File: config.mk
export PLATFORM = sky130hd
export DESIGN_NAME = dvp_pixel_packer_flat
export DESIGN_NICKNAME = d
export VERILOG_FILES = /design/src/rtl/dvp_capture_pkg.sv /design/src/rtl/dvp_pixel_packer_if.sv /design/src/rtl/dvp_byte_pair.sv /design/src/rtl/dvp_pixel_packer.sv /design/src/flat_wrapper.sv
export SDC_FILE = /design/constraint.sdc
export NUM_CORES = 1
export LEC_CHECK = 0
export ABC_AREA = 1
export BUFFER_PORTS_ARGS = -buffer_cell sky130_fd_sc_hd__clkbuf_2
export CELL_PAD_IN_SITES_DETAIL_PLACEMENT = 0
export CELL_PAD_IN_SITES_GLOBAL_PLACEMENT = 1
export CORE_ASPECT_RATIO = 0.6
export CORE_MARGIN = 3
export CORE_UTILIZATION = 43
export DETAILED_ROUTE_END_ITERATION = 10
export PLACE_DENSITY = 0.89
export SKIP_CTS_REPAIR_TIMING = 1
export SLEW_MARGIN = 20
export SYNTH_ARGS = -nofsm -noshare
export SYNTH_HDL_FRONTEND = slang
export SYNTH_HIERARCHICAL = 1
export SYNTH_SLANG_ARGS = --single-unit
File: constraint.sdc
create_clock -name clk -period 6.1 [get_ports clk]
set_input_delay 0.305 -clock clk [delete_from_list [all_inputs] [get_ports clk]]
set_output_delay 0.305 -clock clk [all_outputs]
set_load 0.005 [all_outputs]
File: src/rtl/dvp_capture_pkg.sv
// Shared types for the DVP capture path: FSM encoding, default counter widths, word layout.
package dvp_capture_pkg;

   localparam int PIX_W_DEF  = 12;
   localparam int LINE_W_DEF = 11;
   localparam int WORD_W     = 32;

   typedef enum logic [1:0] {
      ST_IDLE,
      ST_WAIT_VS,
      ST_WAIT_FS,
      ST_CAPTURE
   } cap_state_t;

   typedef struct packed {
      logic [15:0] pix1;
      logic [15:0] pix0;
   } word_t;

   // First byte on the wire is the high half of the RGB565 pixel.
   function automatic logic [15:0] rgb565(input logic [7:0] byte0, input logic [7:0] byte1);
      return {byte0, byte1};
   endfunction

endpackage

File: src/rtl/dvp_pixel_packer_if.sv
// Packed-pixel word stream from the DVP packer towards the SDRAM write FIFO.
interface dvp_pixel_packer_if;
   import dvp_capture_pkg::*;

   logic              out_valid;
   logic              out_ready;
   logic [WORD_W-1:0] out_data;
   logic              out_sof;
   logic              out_eol;

   modport master (output out_valid, out_data, out_sof, out_eol, input out_ready);
   modport slave  (input out_valid, out_data, out_sof, out_eol, output out_ready);
endinterface

File: src/rtl/dvp_byte_pair.sv
// DVP pin register (S0) plus byte-phase assembly into RGB565 pixel strobes.
// Latency: pixel_valid is combinational from S0, one edge after the second byte is on the pins.
// Backpressure: none; pixels are produced at the camera rate and must be consumed.
module dvp_byte_pair
   import dvp_capture_pkg::*;
#(
   parameter bit VSYNC_ACTIVE_HIGH = 1'b1
) (
   input  logic        clk,
   input  logic        reset,
   input  logic [7:0]  dvp_data,
   input  logic        dvp_href,
   input  logic        dvp_vsync,
   input  logic        assemble,
   input  logic        clear,
   output logic        vs_act,
   output logic        href_fall,
   output logic        pixel_valid,
   output logic [15:0] pixel
);
   logic [7:0] s0_data;
   logic [7:0] byte0_q;
   logic       s0_href;
   logic       s0_vsync;
   logic       href_prev;
   logic       phase_q;

   always_ff @(posedge clk) begin
      if (reset) begin
         s0_data   <= '0;
         s0_href   <= 1'b0;
         s0_vsync  <= 1'b0;
         href_prev <= 1'b0;
         phase_q   <= 1'b0;
         byte0_q   <= '0;
      end else begin
         s0_data   <= dvp_data;
         s0_href   <= dvp_href;
         s0_vsync  <= dvp_vsync;
         href_prev <= s0_href;
         // Dropping href discards an odd trailing byte by resetting the phase.
         if (clear || !assemble || !s0_href) begin
            phase_q <= 1'b0;
         end else begin
            phase_q <= !phase_q;
            if (!phase_q) byte0_q <= s0_data;
         end
      end
   end

   assign vs_act      = VSYNC_ACTIVE_HIGH ? s0_vsync : !s0_vsync;
   assign href_fall   = href_prev && !s0_href;
   assign pixel_valid = assemble && s0_href && phase_q && !clear;
   assign pixel       = rgb565(byte0_q, s0_data);

endmodule

File: src/rtl/dvp_pixel_packer.sv
// One-frame DVP capture: RGB565 pixels packed two per word, sof/eol marked, line stats reported.
// Latency: a word is valid 2 edges after its 4th byte is sampled into S0's input (1 edge after S0).
// Backpressure: single output register; a word arriving while it is full and not draining is dropped, overflow set.
module dvp_pixel_packer
   import dvp_capture_pkg::*;
#(
   parameter bit VSYNC_ACTIVE_HIGH = 1'b1,
   parameter int PIX_W             = PIX_W_DEF,
   parameter int LINE_W            = LINE_W_DEF
) (
   input  logic                      clk,
   input  logic                      reset,
   input  logic [7:0]                dvp_data,
   input  logic                      dvp_href,
   input  logic                      dvp_vsync,
   input  logic                      start,
   input  logic                      abort,
   dvp_pixel_packer_if.master        pix,
   output logic                      busy,
   output logic                      done,
   output logic                      overflow,
   output logic [LINE_W-1:0]         line_count,
   output logic [PIX_W-1:0]          line_pixels
);
   cap_state_t       state_q, state_d;
   logic             vs_act, href_fall, pixel_valid;
   logic [15:0]      pixel;
   logic             capture;
   logic             arm, enter_capture, frame_end;
   logic             slot_q;
   logic [15:0]      pix0_q;
   logic [PIX_W-1:0] pix_cnt_q;
   logic             sof_pending_q;
   logic             word_fire, word_eol, load_ok;
   word_t            word_dat;

   assign capture = (state_q == ST_CAPTURE);
   assign busy    = (state_q != ST_IDLE);
   assign load_ok = !pix.out_valid || pix.out_ready;

   dvp_byte_pair #(.VSYNC_ACTIVE_HIGH(VSYNC_ACTIVE_HIGH)) u_byte_pair (
      .clk         (clk),
      .reset       (reset),
      .dvp_data    (dvp_data),
      .dvp_href    (dvp_href),
      .dvp_vsync   (dvp_vsync),
      .assemble    (capture),
      .clear       (abort),
      .vs_act      (vs_act),
      .href_fall   (href_fall),
      .pixel_valid (pixel_valid),
      .pixel       (pixel)
   );

   always_comb begin
      state_d       = state_q;
      arm           = 1'b0;
      enter_capture = 1'b0;
      frame_end     = 1'b0;
      if (abort) begin
         state_d = ST_IDLE;
      end else begin
         case (state_q)
            ST_IDLE:    if (start)   begin state_d = ST_WAIT_VS; arm = 1'b1; end
            ST_WAIT_VS: if (vs_act)  state_d = ST_WAIT_FS;
            ST_WAIT_FS: if (!vs_act) begin state_d = ST_CAPTURE; enter_capture = 1'b1; end
            ST_CAPTURE: if (vs_act)  begin state_d = ST_IDLE; frame_end = 1'b1; end
            default:    state_d = ST_IDLE;
         endcase
      end
   end

   // The raw href pin is one sample ahead of S0, so it tells us whether a
   // word completing now is the last full word of the line.
   always_comb begin
      word_fire = 1'b0;
      word_eol  = 1'b0;
      word_dat  = '0;
      if (capture && !abort && slot_q) begin
         if (pixel_valid) begin
            word_fire     = 1'b1;
            word_dat.pix1 = pixel;
            word_dat.pix0 = pix0_q;
            word_eol      = !dvp_href;
         end else if (href_fall) begin
            word_fire     = 1'b1;
            word_dat.pix1 = 16'h0000;
            word_dat.pix0 = pix0_q;
            word_eol      = 1'b1;
         end
      end
   end

   always_ff @(posedge clk) begin
      if (reset) begin
         state_q       <= ST_IDLE;
         pix.out_valid <= 1'b0;
         pix.out_data  <= '0;
         pix.out_sof   <= 1'b0;
         pix.out_eol   <= 1'b0;
         done          <= 1'b0;
         overflow      <= 1'b0;
         line_count    <= '0;
         line_pixels   <= '0;
         slot_q        <= 1'b0;
         pix0_q        <= '0;
         pix_cnt_q     <= '0;
         sof_pending_q <= 1'b0;
      end else begin
         state_q <= state_d;
         if (abort) begin
            pix.out_valid <= 1'b0;
            slot_q        <= 1'b0;
            pix_cnt_q     <= '0;
            sof_pending_q <= 1'b0;
         end else begin
            if (pix.out_valid && pix.out_ready) pix.out_valid <= 1'b0;
            if (word_fire) begin
               sof_pending_q <= 1'b0;
               if (load_ok) begin
                  pix.out_valid <= 1'b1;
                  pix.out_data  <= word_dat;
                  pix.out_sof   <= sof_pending_q;
                  pix.out_eol   <= word_eol;
               end else begin
                  overflow <= 1'b1;
               end
            end
            if (capture && pixel_valid) begin
               slot_q <= !slot_q;
               if (!slot_q) pix0_q <= pixel;
               if (pix_cnt_q != '1) pix_cnt_q <= pix_cnt_q + PIX_W'(1);
            end else if (!capture || href_fall) begin
               slot_q    <= 1'b0;
               pix_cnt_q <= '0;
            end
            if (capture && href_fall) begin
               line_pixels <= pix_cnt_q;
               if (line_count != '1) line_count <= line_count + LINE_W'(1);
            end
            if (arm) begin
               done       <= 1'b0;
               overflow   <= 1'b0;
               line_count <= '0;
            end
            if (enter_capture) sof_pending_q <= 1'b1;
            if (frame_end) done <= 1'b1;
         end
      end
   end

endmodule

File: src/flat_wrapper.sv
// flat-port wrapper written by rule: the top's interface ports become plain ports
module dvp_pixel_packer_flat import dvp_capture_pkg::*;
#(
   parameter bit VSYNC_ACTIVE_HIGH = 1'b1,
   parameter int PIX_W             = PIX_W_DEF,
   parameter int LINE_W            = LINE_W_DEF
)
  (clk, reset, dvp_data, dvp_href, dvp_vsync, start, abort, busy, done, overflow, line_count, line_pixels, pix_out_valid, pix_out_data, pix_out_sof, pix_out_eol, pix_out_ready);
  dvp_pixel_packer_if pix_i ();
  input  logic clk;
  input  logic reset;
  input  logic [7:0] dvp_data;
  input  logic dvp_href;
  input  logic dvp_vsync;
  input  logic start;
  input  logic abort;
  output logic busy;
  output logic done;
  output logic overflow;
  output logic [LINE_W-1:0] line_count;
  output logic [PIX_W-1:0] line_pixels;
  output wire logic [$bits(pix_i.out_valid)-1:0] pix_out_valid;
  output wire logic [$bits(pix_i.out_data)-1:0] pix_out_data;
  output wire logic [$bits(pix_i.out_sof)-1:0] pix_out_sof;
  output wire logic [$bits(pix_i.out_eol)-1:0] pix_out_eol;
  input wire logic [$bits(pix_i.out_ready)-1:0] pix_out_ready;
  assign pix_out_valid = pix_i.out_valid;
  assign pix_out_data = pix_i.out_data;
  assign pix_out_sof = pix_i.out_sof;
  assign pix_out_eol = pix_i.out_eol;
  assign pix_i.out_ready = pix_out_ready;
  dvp_pixel_packer #(.VSYNC_ACTIVE_HIGH(VSYNC_ACTIVE_HIGH), .PIX_W(PIX_W), .LINE_W(LINE_W)) u_core (.clk(clk), .reset(reset), .dvp_data(dvp_data), .dvp_href(dvp_href), .dvp_vsync(dvp_vsync), .start(start), .abort(abort), .pix(pix_i), .busy(busy), .done(done), .overflow(overflow), .line_count(line_count), .line_pixels(line_pixels));
endmodule
==> flow_summary.yaml, run 1 <==
global_routing:
  grt_pass1_wl_mm: 18.82
  track_usage_pct: 19.32
  grt_pass1_vias: 3741
  met3_usage_pct: 5.070
  grt.overflow.total: 0
  busiest_layer: "met1"
  grtUsageMet1_pct: 31.24
  antenna_found_initial: 0
  grt_max_degree: 49
  use_met2_pct: 24.58
clock_network:
  cts_buffers: 9
  clkSlewWorstSetupHoldPaths_ps: 70
  clock-sinks: 112
  clkLatencyLatePin_ps: 350
  root_buffer: "clkbuf_16"
  cts_max_level: 3
  cts_tree: "built"
  clock_path_buffers: 2
timing:
  setup_viol: 0
  setup_ws_ps: 2985
  drv_slew: 0
  fin_tns_setup_ps: 0
  rsz0062_at_grt: "no"
  slew_headroom_pct: 33.18
  fin_crit_sh_pct: 51.07
  worst_pin_slew_ps: 998.7
  fin_crit_ps: 3115
  final.setup_skew_ps: 6.269
  hold_violations: 0
  max_freq_mhz: 321.0
hold_path:
  min_to: "u_core/u_byte_pair/s0_data[6]$_SDFF_PP0_"
  hp-class: "primary input to flop"
  min_path_cells: 3
  holdCritStartpoint: "dvp_data[6]"
layout:
  fin_nets: 717
  area_delta_synth_final_pct: 16.12
  drive_above_1_share_pct: 15.55
  layout_common_cells: "nor2_1 (144), dfxtp_1 (112), nand2_1 (95)"
  diodes: 0
  nFillCells: 1001
  layout_commonest_cell: "nor2_1"
drt:
  wirelength_mm: 11.41
  ant_nets: 0
  firstDrtPassIters: 6
  via_count: 4173
  drt-wirelength-per-cell_um: 13.65
  viasPerCell: 4.992
  drtIter0Drc: 354
  route.detailed.drc: 0
floorplan:
  chipWidth_um: 139.3
  initial_utilization_pct: 45.30
  die_h_um: 86
  fp.coreArea_um2: 10120
  die-area_um2: 11980
  io_pins: 76
  rows: 28
synth:
  netlist_instances: 630
  synthTopCellsByArea: "dfxtp_1 (49%), nor2_1 (12%), nand2_1 (7.8%)"
  syn_nets: 651
  syn-cell-area_um2: 4587
  synth_cell_types: 29
  ys_seq_area_share_pct: 48.88
  yosysTopAreaCell: "dfxtp_1"
  yosysWarningCount: 6
  yosys.area.top_type_share_pct: 48.88
  synth_seq_cells: 112
  synth_ff_type: "dfxtp_1"
  synth_edf_count: 0
  async_flop_share_pct: 0
  synth_area_per_cell_um2: 7.281
worst_setup_path:
  path_cells: "ha_1 -> nand3_2 -> nor2_1 -> nor2_1 -> nor2_2 -> nand2_4 -> inv_4 -> nor2_1 -> nor3_1"
  regToRegStartpoint: "u_core/state_q[0]$_SDFFE_PP0P_"
  critPathLaunchType: "flop"
  critPathMaxFanout: 35
  crit_slowest_cell: "nor2_1"
  end_kind: "flop"
  rr_worst_depth: 9
  regToRegSetupSlack_ps: 2980
  crit_type: "flop to flop"
  cp.required_ps: 6360
  cpMostUsedCell: "nor2_1"
  arrival_ps: 3370
  r2r-end: "u_core/pix.out_data[22]$_SDFFE_PP0P_"
  max_stage_delay_ps: 780
job:
  maxCapViolations: 0
placement:
  portBuffers: 75
  dp_hpwl_mm: 8.347
  place_ws_ps: 3008
  gp_congestion: 0.9311
power_and_ir_drop:
  leakage_uw: 0.002368
  irDropWorstVdd_v: 0.0001624
  p_per_area_nw_per_um2: 260.7
outcome:
  status: "finished clean"
[flip-flops by register name, indices dropped and copies added (netlist names), 2 cells and up]
name / flops
u_core/u_byte_pair/byte0_q: 8
u_core/pix_cnt_q: 12
u_core/line_pixels: 12
u_core/pix.out_data: 32
u_core/u_byte_pair/s0_data: 8
u_core/pix0_q: 16
u_core/state_q: 2
u_core/line_count: 11
[area by class of cell]
| cell class | count | area [um^2] | share of cell area, % |
|---|---|---|---|
| clock buffers | 12 | 256.5 | 4.816 |
| inverters | 76 | 287.8 | 5.403 |
| clock inverters | 4 | 51.30 | 0.9631 |
| well taps | 135 | 168.9 | 3.171 |
| repair buffers | 76 | 382.9 | 7.188 |
| flip-flops and latches | 112 | 2242 | 42.10 |
| multi-input cells | 421 | 1937 | 36.36 |
[critical path: cells and delay by family, from the launching register on]
kind          cells  cell delay [ps]
flops             1              380
simple gates      7             1880
buf+inv           1              350
fa+ha+maj         1              390
[worst max path at each step]
| stage | slack, ps | startpoint | cells after the start | end |
|---|---|---|---|---|
| floorplan | 4100 | u_core/state_q[0]$_SDFFE_PP0P_ | 10 | u_core/pix0_q[10]$_SDFFE_PP0P_ |
| global placement | 3230 | u_core/state_q[0]$_SDFFE_PP0P_ | 9 | u_core/pix.out_data[25]$_SDFFE_PP0P_ |
| detailed placement | 3010 | u_core/state_q[0]$_SDFFE_PP0P_ | 9 | u_core/pix.out_data[25]$_SDFFE_PP0P_ |
| CTS | 2960 | u_core/state_q[0]$_SDFFE_PP0P_ | 9 | u_core/pix.out_data[22]$_SDFFE_PP0P_ |
| global route | 2660 | u_core/state_q[0]$_SDFFE_PP0P_ | 9 | u_core/pix.out_data[22]$_SDFFE_PP0P_ |
| finish | 2980 | u_core/state_q[0]$_SDFFE_PP0P_ | 9 | u_core/pix.out_data[22]$_SDFFE_PP0P_ |
[power breakdown]
part	switching, uW	internal (uW)
Combinational	31.2	13.1
Sequential	5.47	736
Clock	261	342
Total	297	1090
[logic make-up (layout without fill, tap and decap cells)]
| kind of cell | Yosys count | count (layout) | synth area share (%) |
|---|---|---|---|
| AND/OR/NAND/NOR | 305 | 305 | 28.29 |
| flip-flops | 112 | 112 | 48.88 |
| XOR/XNOR | 1 | 1 | 0.1910 |
| buffers and inverters | 97 | 168 | 8.892 |
| AO/OA/AOI/OAI | 109 | 109 | 12.11 |
| adder cells (fa/ha/maj) | 6 | 6 | 1.637 |
[synth_stat cells (2+ instances only)]
| cell type | number |
|---|---|
| buf_6 | 3 |
| nand2_2 | 2 |
| o21ai_0 | 56 |
| nor2_2 | 3 |
| nand2_1 | 95 |
| nor3_1 | 13 |
| nand3b_1 | 2 |
| dfxtp_1 | 112 |
| nor2_4 | 2 |
| nor2_1 | 144 |
| buf_4 | 3 |
| inv_2 | 4 |
| inv_1 | 71 |
| clkbuf_1 | 9 |
| ha_1 | 6 |
| buf_2 | 6 |
| nand4_1 | 4 |
| a21oi_1 | 50 |
| nand3_1 | 35 |
[per-layer routing]
layer	part of all wire [%]	wire, um
met5	0	0
met4	0.46	53
met3	8.2	940
met2	37	4256
met1	54	6165
[per-stage QoR]
step / total power (uW) / hold slack, ps / utilization, % / cell area, um^2 / instances
4_1_cts: 1401 / 135.3 / 52.61 / 5326 / 836
2_1_floorplan: 784.6 / 376.2 / - / 4587 / 630
5_1_grt: 1438 / 138.0 / 52.61 / 5326 / 836
3_3_place_gp: 801.0 / 449.5 / 49.57 / 5019 / 820
6_report: 1388 / 146.4 / 52.61 / 5326 / 836
3_5_place_dp: 802.4 / 461.9 / 49.57 / 5019 / 820
Note: power is estimated with default switching activity, not from simulation.
==> inputs of run 2 (changes only) <==
--- a/config.mk
+++ b/config.mk
@@ -11,9 +11,9 @@
 export CELL_PAD_IN_SITES_GLOBAL_PLACEMENT = 1
 export CORE_ASPECT_RATIO = 0.6
 export CORE_MARGIN = 3
-export CORE_UTILIZATION = 43
+export CORE_UTILIZATION = 40
 export DETAILED_ROUTE_END_ITERATION = 10
-export PLACE_DENSITY = 0.89
+export PLACE_DENSITY = 0.84
 export SKIP_CTS_REPAIR_TIMING = 1
 export SLEW_MARGIN = 20
 export SYNTH_ARGS = -nofsm -noshare
==> constraint.sdc (replaced) <==
create_clock -name clk -period 3.1 [get_ports clk]
set_input_delay 0.155 -clock clk [delete_from_list [all_inputs] [get_ports clk]]
set_output_delay 0.155 -clock clk [all_outputs]
set_load 0.005 [all_outputs]
==> flow_summary.yaml, run 2 (synthesis results as in run 1) <==
outcome:
  status: "complete, but fails checks"
  violations: "negative hold slack"
clock_network:
  clock_path_buffers: 2
  cts_tree: "built"
  clock-sinks: 112
  cts_max_level: 3
  root_buffer: "clkbuf_16"
  cts_buffers: 9
  clkLatencyLatePin_ps: 340
  clkSlewWorstSetupHoldPaths_ps: 70
placement:
  gp_congestion: 0.8592
  place_area_um2: 5061
  portBuffers: 75
  dp_hpwl_mm: 8.369
power_and_ir_drop:
  leakage_uw: 0.002398
  irDropWorstVdd_v: 0.0002526
  p_per_area_nw_per_um2: 506.8
floorplan:
  chipWidth_um: 144.2
  die-area_um2: 12830
  initial_utilization_pct: 42.14
  rows: 29
  io_pins: 76
  fp.coreArea_um2: 10890
  die_h_um: 88.95
hold_path:
  min_to: "u_core/u_byte_pair/vs_act$_SDFF_PP0_"
  hp-class: "primary input to flop"
  min_path_cells: 3
  holdCritStartpoint: "dvp_vsync"
timing:
  fin_crit_sh_pct: 80.93
  setup_viol: 0
  rsz0062_at_grt: "no"
  fin_tns_setup_ps: 0
  fin_crit_ps: 2509
  worst_pin_slew_ps: 557.8
  final.setup_skew_ps: 6.588
  holdWs_ps: -5.811
  slew_headroom_pct: 62.68
  hold_violations: 5
  max_freq_mhz: 398.6
  drv_slew: 0
global_routing:
  grt_pass1_vias: 3720
  grt.overflow.total: 0
  track_usage_pct: 18.17
  grt_pass1_wl_mm: 18.55
  antenna_found_initial: 0
  grt_max_degree: 48
layout:
  layout_commonest_cell: "nor2_1"
  drive_above_1_share_pct: 16.12
  largest_reg_flops: 32
  area_delta_synth_final_pct: 17.21
  fin_nets: 723
  layout_common_cells: "nor2_1 (144), dfxtp_1 (112), nand2_1 (95)"
  largest-register: "u_core/pix.out_data"
  reg.largest.list: "u_core/pix.out_data (32), u_core/pix0_q (16)"
  regArea_um2: 2242
  nFillCells: 1111
  diodes: 0
  multi_input_area_um2: 1937
  finish.instance_area_um2: 5376
drt:
  viasPerCell: 4.947
  ant_nets: 0
  wirelength_mm: 11.27
  drtIter0Drc: 282
  drt-wirelength-per-cell_um: 13.32
  route.detailed.drc: 0
  via_count: 4185
  firstDrtPassIters: 4
worst_setup_path:
  cp.required_ps: 3370
  rr_worst_depth: 10
  crit_type: "flop to flop"
  arrival_ps: 2780
  r2r-end: "u_core/pix.out_data[25]$_SDFFE_PP0P_"
  end_kind: "flop"
  regToRegStartpoint: "u_core/state_q[0]$_SDFFE_PP0P_"
  critPathMaxFanout: 35
  critPathLaunchType: "flop"
  regToRegSetupSlack_ps: 590
job:
  maxCapViolations: 0
[run 2: cell count changes in the layout (fill, tap and decap cells not counted), sizes merged]
cell         before  now
buf               1    6
inv              77   78
clkinv            1    3
dlygate4sd3       0    1
clkbuf           87   84
[run 2: final cells by class]
cell class	instances	area share [%]
Tap cell	139	3.235
Timing Repair Buffer	82	8.006
Multi-Input combinational cell	421	36.03
Clock buffer	9	4.189
Sequential cell	112	41.70
Inverter	76	5.353
Clock inverter	7	1.489
[run 2: power breakdown]
part	total (uW)	internal [uW]	switching (uW)
Combinational	89.9	28.3	61.6
Clock	1180	637	539
Sequential	1460	1450	11.5
Total	2720	2110	612
[run 2: critical path: stages (launching register included)]
cell     delay [ps]
dfxtp_1         390
ha_1            390
nand3_2         170
nor2_1          160
buf_4           160
nor2_1           50
nor2_2          200
nand2_4         250
inv_4           360
nand3_1         150
a21oi_1         140
[run 2: worst max-delay path by stage]
| stage | from | slack, ps | end | cells past startpoint |
|---|---|---|---|---|
| detailed placement | u_core/state_q[0]$_SDFFE_PP0P_ | 630 | u_core/pix.out_data[25]$_SDFFE_PP0P_ | 10 |
| global route | u_core/state_q[0]$_SDFFE_PP0P_ | 320 | u_core/pix.out_data[23]$_SDFFE_PP0P_ | 10 |
| CTS | u_core/state_q[0]$_SDFFE_PP0P_ | 600 | u_core/pix.out_data[19]$_SDFFE_PP0P_ | 10 |
| global placement | u_core/state_q[0]$_SDFFE_PP0P_ | 760 | u_core/pix.out_data[24]$_SDFFE_PP0P_ | 10 |
| floorplan | u_core/state_q[0]$_SDFFE_PP0P_ | 1100 | u_core/pix0_q[10]$_SDFFE_PP0P_ | 10 |
| finish | u_core/state_q[0]$_SDFFE_PP0P_ | 590 | u_core/pix.out_data[25]$_SDFFE_PP0P_ | 10 |
[run 2: per-layer routing]
layer | up-vias | GRT usage (%) | wire, um
met5 | - | 0 | 0
met4 | 0 | 2.794 | 64
met3 | 6 | 4.169 | 910
met2 | 147 | 24.01 | 4212
met1 | 1893 | 29.86 | 6083
li1 | 2139 | - | -
[run 2: metrics by stage]
stage               total power, uW  setup slack, ps  util [%]  cells  hold WS, ps
CTS                            2754            603.6     49.30    845       -14.54
global placement               1578            764.4     46.49    829        352.3
floorplan                      1544             1095         -    630        226.2
global route                   2829            324.3     49.39    846        5.031
detailed placement             1581            628.1     46.49    829        353.7
finish                         2725            591.0     49.39    846       -5.811
